`config.mk`:
```
export PLATFORM = sky130hd
export DESIGN_NAME = rle_pixel_gen
export DESIGN_NICKNAME = d
export VERILOG_FILES = /design/src/rtl/rle_pixel_gen.sv
export SDC_FILE = /design/constraint.sdc
export NUM_CORES = 1
export LEC_CHECK = 0
export BUFFER_PORTS_ARGS = -buffer_cell sky130_fd_sc_hd__buf_2
export CAP_MARGIN = 20
export CORE_UTILIZATION = 36
export DETAILED_ROUTE_END_ITERATION = 12
export PLACE_DENSITY = 0.61
export RECOVER_POWER = 25
export SYNTH_ARGS = -nofsm -noshare
export SYNTH_HDL_FRONTEND = slang
export SYNTH_SLANG_ARGS = --single-unit
```
`constraint.sdc`:
```
create_clock -name clk -period 2.55 [get_ports clk]
set_clock_uncertainty 0.1 [all_clocks]
set_input_delay 0.255 -clock clk [delete_from_list [all_inputs] [get_ports clk]]
set_output_delay 0.255 -clock clk [all_outputs]
set_load 0.1 [all_outputs]
```
`src/rtl/rle_pixel_gen.sv`:
```
// Run-length pixel generator: expands {length, colour} run tokens
// into one registered colour per pixel clock, black during blanking.
//
// Ports:
//   clk        pixel clock
//   reset      synchronous, active-high reset
//   blank      1 = non-displayed pixel this cycle (from timing stage)
//   next_frame 1-cycle end-of-frame pulse; flushes both run slots
//   run_data   token {length, colour}, length in the MSBs
//   run_valid  token available
//   run_ready  token accepted when run_valid && run_ready
//   rgb        registered pixel colour (1-cycle latency)
//   underflow  sticky: an active pixel found no run loaded
module rle_pixel_gen #(
  parameter int LEN_W    = 10,
  parameter int COLOUR_W = 6
) (
  input  logic                      clk,
  input  logic                      reset,
  input  logic                      blank,
  input  logic                      next_frame,
  input  logic [LEN_W+COLOUR_W-1:0] run_data,
  input  logic                      run_valid,
  output logic                      run_ready,
  output logic [COLOUR_W-1:0]       rgb,
  output logic                      underflow
);

  localparam logic [LEN_W-1:0] LEN_ONE = {{(LEN_W-1){1'b0}}, 1'b1};

  // current run slot
  logic                cur_valid_q, cur_valid_d;
  logic [COLOUR_W-1:0] cur_colour_q, cur_colour_d;
  logic [LEN_W-1:0]    cur_rem_q, cur_rem_d;

  // next run slot
  logic                nxt_valid_q, nxt_valid_d;
  logic [COLOUR_W-1:0] nxt_colour_q, nxt_colour_d;
  logic [LEN_W-1:0]    nxt_len_q, nxt_len_d;

  // outputs
  logic [COLOUR_W-1:0] rgb_q, rgb_d;
  logic                uf_q, uf_d;

  // token fields
  logic [LEN_W-1:0]    tok_len;
  logic [COLOUR_W-1:0] tok_colour;

  // per-cycle control
  logic consume;
  logic cur_last;
  logic cur_done;
  logic advance;
  logic xfer;

  assign tok_len    = run_data[LEN_W+COLOUR_W-1:COLOUR_W];
  assign tok_colour = run_data[COLOUR_W-1:0];

  assign consume  = !blank && cur_valid_q;
  assign cur_last = (cur_rem_q == '0);
  assign cur_done = consume && cur_last;

  // An empty cur slot pulls from nxt even while blanked, so the
  // first run of a line is already loaded when display starts.
  assign advance = nxt_valid_q && (!cur_valid_q || cur_done);

  // Combinational from blank: nxt frees up in the same cycle its
  // run moves into cur, which keeps 1-pixel runs bubble-free.
  assign run_ready = !next_frame && (!nxt_valid_q || advance);
  assign xfer      = run_valid && run_ready;

  always_comb begin
    cur_valid_d  = cur_valid_q;
    cur_colour_d = cur_colour_q;
    cur_rem_d    = cur_rem_q;
    nxt_valid_d  = nxt_valid_q;
    nxt_colour_d = nxt_colour_q;
    nxt_len_d    = nxt_len_q;
    rgb_d        = '0;
    uf_d         = uf_q;

    if (next_frame) begin
      // Upstream restarts its stream on this pulse: drop both slots.
      cur_valid_d = 1'b0;
      nxt_valid_d = 1'b0;
      uf_d        = 1'b0;
    end else begin
      if (consume) begin
        rgb_d = cur_colour_q;
      end
      if (!blank && !cur_valid_q) begin
        uf_d = 1'b1;
      end

      if (advance) begin
        cur_valid_d  = 1'b1;
        cur_rem_d    = nxt_len_q;
        cur_colour_d = nxt_colour_q;
      end else if (consume && !cur_last) begin
        cur_rem_d = cur_rem_q - LEN_ONE;
      end else if (cur_done) begin
        cur_valid_d = 1'b0;
      end

      // A refill in the advance cycle keeps nxt occupied.
      if (xfer) begin
        nxt_valid_d  = 1'b1;
        nxt_len_d    = tok_len;
        nxt_colour_d = tok_colour;
      end else if (advance) begin
        nxt_valid_d = 1'b0;
      end
    end
  end

  always_ff @(posedge clk) begin
    if (reset) begin
      cur_valid_q  <= 1'b0;
      cur_colour_q <= '0;
      cur_rem_q    <= '0;
      nxt_valid_q  <= 1'b0;
      nxt_colour_q <= '0;
      nxt_len_q    <= '0;
      rgb_q        <= '0;
      uf_q         <= 1'b0;
    end else begin
      cur_valid_q  <= cur_valid_d;
      cur_colour_q <= cur_colour_d;
      cur_rem_q    <= cur_rem_d;
      nxt_valid_q  <= nxt_valid_d;
      nxt_colour_q <= nxt_colour_d;
      nxt_len_q    <= nxt_len_d;
      rgb_q        <= rgb_d;
      uf_q         <= uf_d;
    end
  end

  assign rgb       = rgb_q;
  assign underflow = uf_q;

endmodule

```
==> results of run 1 <==
## power groups by stage
stage | sequential [mW] | clock, mW | combinational [mW]
6_report | 0.673 | 0.431 | 0.200
5_1_grt | 0.676 | 0.471 | 0.223
4_1_cts | 0.673 | 0.441 | 0.199
3_5_place_dp | 0.688 | 0 | 0.198
3_3_place_gp | 0.688 | 0 | 0.197
2_1_floorplan | 0.688 | 0 | 0.143
## layout by cell type (no fill, tap or decap), types with 2 or more instances in the layout
cell | Yosys | final
dfxtp_1 | 41 | 41
nand3_1 | 29 | 29
a21oi_1 | 29 | 29
o21ai_0 | 24 | 24
buf_2 | 8 | 20
inv_1 | 10 | 10
nor2_1 | 10 | 9
buf_4 | 1 | 9
clkbuf_1 | 7 | 7
clkbuf_8 | 0 | 6
a211oi_1 | 5 | 5
o32ai_1 | 5 | 5
mux2i_1 | 5 | 5
nor3_1 | 5 | 5
nand2b_1 | 4 | 4
and2_0 | 0 | 4
nand2_1 | 3 | 3
a31oi_1 | 3 | 3
nor2b_1 | 3 | 3
and2_1 | 7 | 3
nor4_1 | 2 | 2
a2111oi_2 | 2 | 2
nand4_1 | 2 | 2
## registers in the layout, summed over array words and instances, names as in the netlist
name          count
rgb               6
nxt_valid_q       1
cur_valid_q       1
cur_colour_q      6
nxt_colour_q      6
nxt_len_q        10
underflow         1
cur_rem_q        10
## synth_stat cells (2+ instances only)
| cell type | count | share of area, % |
|---|---|---|
| nor2b_1 | 3 | 0.98 |
| nor4_1 | 2 | 0.65 |
| nand2b_1 | 4 | 1.3 |
| o32ai_1 | 5 | 2.3 |
| nor3_1 | 5 | 1.3 |
| mux2i_1 | 5 | 2.6 |
| inv_1 | 10 | 2.0 |
| nand3_1 | 29 | 7.6 |
| a2111oi_2 | 2 | 1.6 |
| buf_1 | 2 | 0.39 |
| a211oi_1 | 5 | 2.0 |
| nor2_1 | 10 | 2.0 |
| nand2_1 | 3 | 0.59 |
| a21oi_1 | 29 | 7.6 |
| clkbuf_1 | 7 | 1.4 |
| and2_1 | 7 | 2.3 |
| o21ai_0 | 24 | 6.3 |
| a31oi_1 | 3 | 0.98 |
| dfxtp_1 | 41 | 43 |
| buf_2 | 8 | 2.1 |
| nand4_1 | 2 | 0.65 |
## worst max-delay path by stage
stage / from / end / slack, ps
after floorplan: cur_rem_q[0] / run_ready / 0.9
after global placement: cur_rem_q[0] / cur_rem_q[1] / 420
after detailed placement: cur_rem_q[0] / cur_rem_q[3] / 380
after CTS: cur_rem_q[0] / run_ready / 260
after global routing: cur_rem_q[0] / run_ready / 120
final: cur_rem_q[0] / run_ready / 240
## final cells by class
cell class                      count  area [µm²]  share of cell area (%)
Clock buffer                        6        82.6                    3.71
Clock inverter                      1        7.51                   0.337
Inverter                           10        37.5                    1.69
Tap cell                           70        87.6                    3.93
Multi-Input combinational cell    156         976                    43.8
Sequential cell                    41         821                    36.9
Timing Repair Buffer               37         214                    9.61
## routing by layer
metal | wire length (µm) | global-route usage, %
met4 | 35 | 5.66
met2 | 1970 | 26.7
met1 | 2250 | 25.5
met5 | 0 | 0
met3 | 166 | 4.55
## kinds of logic after synthesis
logic type                 synth area share (%)
buffers and inverters                      6.21
DFF                                        42.9
muxes                                      3.20
AOI/OAI and AO/OA                          25.7
adders and majority gates                 0.654
and+or+nand+nor                            21.3
## critical path: cells and delay by family, from the launching register on
kind	cells	cell delay [ps]
buf+inv	3	430
compound gates	1	410
flops	1	350
simple gates	2	250
fa+ha+maj	1	230
==> flow_summary.toml, run 1 <==
[synthesis]
netlist_area_um2 = 1910
synth-edff-count = 0
synth_ff_type = "dfxtp_1"
ys_seq_area_share_pct = 42.9
avgSynthCellArea_um2 = 8.50
ys_seq_elements = 41
yosysUniqueCellTypes = 40
synth_fp_nets = 247
ys_async_sr_fraction_pct = 0
yosysWarnings = 0
synthCells = 225

[timing]
fin_ws_ps = 236
min_period_over_period_pct = 90.7
hold_slack_ps = 106
grt_setup_unrepaired = "no"
fin_crit_ps = 2310
finalHoldViolCount = 0
maxSlewViolCount = 0
setup_violations = 0
worst_pin_slew_ps = 1160
fin_tns_setup_ps = 0
relSlewSlack_pct = 23.0
fmax_ghz = 0.432

[placed_design]
postPlaceCellArea_um2 = 2140
post-place-ws_ps = 376
dp.cells = 314
port-buffer-count = 28
gp_routability_congestion = 0.799
dp_hpwl_mm = 3.09

[cells_and_area]
stdcell_count = 321
layout-drive-gt1-share_pct = 18.7
nets = 273
fin_util_pct = 43.6
syn2layout_area_growth_pct = 16.4
fill_cells = 540
design_area_um2 = 2230
diodes = 0

[route]
routed_wl_mm = 4.42
drtIter0Drc = 101
via_count = 1706
viasPerCell = 5.31
drt_pre_antenna_iters = 4
ant_nets = 0
wire_per_inst_um = 13.8
drc = 0

[global_route]
grt_pass1_wl_mm = 7.63
gr-usage-all-layers_pct = 18.0
antenna_found_initial = 0
grt_pass1_vias = 1561
grt_max_degree = 21
overflow = 0

[worst_hold_path]
hold_depth = 3
holdCritStartpoint = "run_data[10]"
hold_path.class = "in -> reg"
min_to = "nxt_len_q[4]"

[clock_tree]
cts_setup_buffers = 0
cts.reportedPaths.clkPinSlew_ps = 80
h-tree-depth = 2
ctsHoldBuffers = 0
cts_root_buf = "clkbuf_8"
clk_path_buf_depth = 2
cts_tree = "yes"
cts-buffers-inserted = 5
cts_resized = 0
clkLatencyLatePin_ps = 290
clock_sinks = 41

[critical_path]
critPathMaxFanout = 11
reg2reg_to = "cur_rem_q[3]"
rr_startpoint = "cur_rem_q[0]"
reg2reg_depth = 8
cp-start-kind = "register"
path_class = "reg -> out"
required_ps = 2190
crit_path_end_kind = "output pin"
cpPeakStageDelay_ps = 410
r2r_setup_slack_ps = 340
crit_path_top_delay_cell = "a31oi_1"
path_cells = "inv_1 -> ha_1 -> nor3b_1 -> buf_4 -> a31oi_1 -> nor2_2 -> buf_12"
arrival_ps = 1960

[power]
pwr-share-clk_pct = 33.1
power_mw = 1.30
comb_power_share_pct = 15.3
leakage_nw = 0.828
p_switching_mw = 0.353
peakVddDrop_v = 0.000287
p_int_mw = 0.951
p_per_area_nw_per_um2 = 586
p_seq_share_pct = 51.6
swShare_pct = 27.1

[floorplan]
core.rowCount = 26
start_util_pct = 37.5
die_area_um2 = 5610
core_region_area_um2 = 5110
die_h_um = 74.9
pin_count = 29
die_w_um = 74.9

[job]
cap_violations = 0

[run_status]
status = "finished clean"
Note: power is estimated with default switching activity, not from simulation.
==> inputs of run 2 (changes only) <==
==> constraint.sdc (replaced) <==
create_clock -name clk -period 2.8 [get_ports clk]
set_clock_uncertainty 0.1 [all_clocks]
set_input_delay 0.28 -clock clk [delete_from_list [all_inputs] [get_ports clk]]
set_output_delay 0.28 -clock clk [all_outputs]
set_load 0.1 [all_outputs]
==> flow_summary.toml, run 2 (synthesized netlist as in run 1, its figures left out) <==
[cells_and_area]
fin_util_pct = 43.3
diodes = 0
final_cell_mix = "dfxtp_1 (41), nand3_1 (29), a21oi_1 (29)"
layout-drive-gt1-share_pct = 18.1
reg_top3 = "cur_rem_q: 10 flops, nxt_len_q: 10 flops"
final_common_cell = "dfxtp_1"
syn2layout_area_growth_pct = 15.5
nets = 270

[critical_path]
reg2reg_depth = 7
arrival_ps = 2030
rr_startpoint = "cur_rem_q[0]"
critPathMaxFanout = 11
startpoint = "cur_rem_q[0]"
crit_path_end_kind = "output pin"
r2r_setup_slack_ps = 600
path_class = "reg -> out"
required_ps = 2420
reg2reg_to = "cur_rem_q[1]"
cp-start-kind = "register"

[timing]
grt_setup_unrepaired = "no"
worst_pin_slew_ps = 1160
min_period_over_period_pct = 85.9
fmax_ghz = 0.416
fin_tns_setup_ps = 0
relSlewSlack_pct = 23.0
maxSlewViolCount = 0
finalHoldViolCount = 0
setup_violations = 0
fin_crit_ps = 2410

[clock_tree]
clkLatencyLatePin_ps = 290
cts.reportedPaths.clkPinSlew_ps = 80
cts_setup_buffers = 0
cts_tree = "yes"
clk_path_buf_depth = 2
cts-buffers-inserted = 5
h-tree-depth = 2
cts_resized = 0
cts_root_buf = "clkbuf_8"
clock_sinks = 41
ctsHoldBuffers = 0

[floorplan]
core_region_area_um2 = 5110
die_w_um = 74.9
start_util_pct = 37.5
pin_count = 29
die_area_um2 = 5610
die_h_um = 74.9
core.rowCount = 26

[route]
drtIter0Drc = 89
drc = 0
wire_per_inst_um = 13.6
routed_wl_mm = 4.35
drt_pre_antenna_iters = 4
ant_nets = 0
via_count = 1697
viasPerCell = 5.32

[global_route]
grt_pass1_wl_mm = 7.50
antenna_found_initial = 0
overflow = 0
grt_max_degree = 38
gr-usage-all-layers_pct = 17.7
grt_pass1_vias = 1520

[power]
p_per_area_nw_per_um2 = 545
leakage_nw = 0.821
peakVddDrop_v = 0.000219

[worst_hold_path]
hold_depth = 3
hold_path.class = "in -> reg"
min_to = "nxt_colour_q[2]"
holdCritStartpoint = "run_data[2]"

[run_status]
status = "finished clean"

[job]
cap_violations = 0

[placed_design]
gp_routability_congestion = 0.779
port-buffer-count = 28
dp_hpwl_mm = 2.99
-- run 2: changes by cell type in the layout (fill, tap and decap cells not counted), sizes merged --
| cell | delta |
|---|---|
| clkinv | +2 |
| buf | -3 |
| clkinvlp | -1 |
-- run 2: through the flow --
step           cells  worst slack, ps  cell area, µm²  total power [mW]  hold slack, ps
6_report         319              395            2210              1.20             129
5_1_grt          319              247            2210              1.27             128
4_1_cts          319              409            2220              1.21             123
3_5_place_dp     311              617            2120             0.806             333
3_3_place_gp     311              641            2120             0.805             330
2_1_floorplan    225              226            1920             0.757             323
-- run 2: worst max-delay path by stage --
stage | slack (ps) | depth (start not counted) | end
after floorplan | 230 | 7 | run_ready
after global placement | 640 | 7 | cur_rem_q[1]
after detailed placement | 620 | 7 | cur_rem_q[1]
after CTS | 410 | 7 | run_ready
after global routing | 250 | 7 | run_ready
final | 390 | 7 | run_ready
-- run 2: cell type report --
| class | instances | area (µm²) |
|---|---|---|
| clock buffers | 6 | 82.6 |
| clock inverters | 2 | 13.8 |
| fillers | 537 | 2900 |
| inverters | 10 | 37.5 |
| multi-input cells | 156 | 976 |
| flip-flops and latches | 41 | 821 |
| well taps | 70 | 87.6 |
| repair buffers | 34 | 191 |
-- run 2: report_power, final --
part	internal, mW	switching [mW]
Combinational	0.0698	0.110
Sequential	0.600	0.0137
Clock	0.200	0.210
-- run 2: metal layers --
layer	vias to the layer above	global-route usage [%]	wire length, µm
li1	865	-	-
met1	784	25.5	2230
met2	46	26.3	1910
met3	2	4.15	174
met4	0	5.03	35
met5	-	0	0
-- run 2: critical path, cell delays in order (launching register included) --
cell     delay (ps)
dfxtp_1         350
inv_1            70
ha_1            230
nor3b_1         140
buf_4           180
a31oi_1         470
nor2_2          100
buf_12          190
==> inputs of run 3 (changes only) <==
--- a/config.mk
+++ b/config.mk
@@ -9,8 +9,9 @@
 export CAP_MARGIN = 20
 export CORE_UTILIZATION = 36
 export DETAILED_ROUTE_END_ITERATION = 12
+export GPL_ROUTABILITY_DRIVEN = 0
 export PLACE_DENSITY = 0.61
-export RECOVER_POWER = 25
+export RECOVER_POWER = 100
 export SYNTH_ARGS = -nofsm -noshare
 export SYNTH_HDL_FRONTEND = slang
 export SYNTH_SLANG_ARGS = --single-unit
==> constraint.sdc (replaced) <==
create_clock -name clk -period 2.4 [get_ports clk]
set_clock_uncertainty 0.1 [all_clocks]
set_input_delay 0.24 -clock clk [delete_from_list [all_inputs] [get_ports clk]]
set_output_delay 0.24 -clock clk [all_outputs]
set_load 0.1 [all_outputs]
==> flow_summary.toml, run 3 (synthesized netlist as in run 1, its figures left out) <==
[run_status]
status = "finished clean"

[clock_tree]
clock_sinks = 41
cts_root_buf = "clkbuf_8"
h-tree-depth = 2
cts_tree = "yes"
cts.reportedPaths.clkPinSlew_ps = 80
clk_path_buf_depth = 2
ctsHoldBuffers = 0
clkLatencyLatePin_ps = 290
cts-buffers-inserted = 5

[critical_path]
cp-start-kind = "register"
crit_top_cell = "buf_4"
path_cells = "inv_1 -> ha_1 -> nor3b_2 -> buf_4 -> a31oi_1 -> buf_4 -> nor2_4 -> buf_12"
critPathMaxFanout = 18
cpPeakStageDelay_ps = 340
required_ps = 2060
worst-path-stages = 8
crit_path_end_kind = "output pin"
r2r_setup_slack_ps = 140
path_class = "reg -> out"
crit_path_top_delay_cell = "dfxtp_1"
arrival_ps = 1930
cp_top_family = "buffers and inverters"
reg2reg_depth = 8
critical_path_buf_inv_count = 4

[floorplan]
core.rowCount = 26
start_util_pct = 37.5
core_region_area_um2 = 5110
die_h_um = 74.9
die_w_um = 74.9
die_area_um2 = 5610
pin_count = 29

[placed_design]
dp.cells = 314
post-place-ws_ps = 236
postPlaceCellArea_um2 = 2150
dp_hpwl_mm = 3.12
port-buffer-count = 28

[power]
p_per_area_nw_per_um2 = 623
power_mw = 1.40
leakage_nw = 0.838
peakVddDrop_v = 0.000318

[route]
drc = 0
drtIter0Drc = 128
viasPerCell = 5.38
ant_nets = 0
wire_per_inst_um = 14.0
via_count = 1738
routed_wl_mm = 4.51
drt_pre_antenna_iters = 4

[timing]
fin_tns_setup_ps = 0
fmax_ghz = 0.440
finalHoldViolCount = 0
hold_slack_ps = 95.4
fin_crit_ps = 2270
setup_violations = 0
maxSlewViolCount = 0
worst_pin_slew_ps = 1170
fin_ws_ps = 128
min_period_over_period_pct = 94.6
relSlewSlack_pct = 22.5

[global_route]
grt_pass1_vias = 1497
grt_max_degree = 31
antenna_found_initial = 0
grt_pass1_wl_mm = 7.49
gr-usage-all-layers_pct = 17.5
overflow = 0

[cells_and_area]
final_cell_mix = "dfxtp_1 (41), nand3_1 (29), a21oi_1 (29)"
fill_cells = 535
diodes = 0
syn2layout_area_growth_pct = 17.7
fin_util_pct = 44.1
stdcell_count = 323
final_common_cell = "dfxtp_1"
nets = 275
layout-drive-gt1-share_pct = 19.8
design_area_um2 = 2250
reg_top3 = "cur_rem_q: 10 flops, nxt_len_q: 10 flops"

[worst_hold_path]
hold_path.class = "in -> reg"
hold_depth = 3

[job]
cap_violations = 0
run 3: metal layers:
layer | up-vias | track usage, % | share of wire [%]
li1 | 877 | - | -
met1 | 815 | 25.4 | 51
met2 | 40 | 25.0 | 44
met3 | 6 | 4.42 | 4.2
met4 | 0 | 6.29 | 0.93
met5 | - | 0 | 0
run 3: report_power, final:
part / leakage [nW] / internal [mW] / switching [mW] / total, mW
Combinational: 0.462 / 0.0935 / 0.133 / 0.227
Clock: 0.0433 / 0.227 / 0.232 / 0.459
Sequential: 0.333 / 0.700 / 0.0159 / 0.716
run 3: worst paths after layout:
check                                startpoint              end
worst max register to register     cur_rem_q[0]     cur_rem_q[1]
worst max-delay path               cur_rem_q[0]        run_ready
worst min register to register  cur_colour_q[3]           rgb[3]
worst min-delay path                run_data[3]  nxt_colour_q[3]
run 3: worst min-delay path, cell delays in order:
cell and delay (ps):
buf_2 90, nand3_1 50, a21oi_1 50
run 3: area by class of cell:
class,count,area (µm²),share of cell area [%]
Clock inverter,1,7.51,0.334
Clock buffer,6,82.6,3.67
Multi-Input combinational cell,156,986,43.8
Tap cell,70,87.6,3.89
Inverter,10,37.5,1.67
Timing Repair Buffer,39,229,10.2
Sequential cell,41,821,36.5
run 3: timing repair:
item,in CTS,in global routing
setup endpoints to repair,0,1
resized for setup,0,1
buffers inserted,0,2
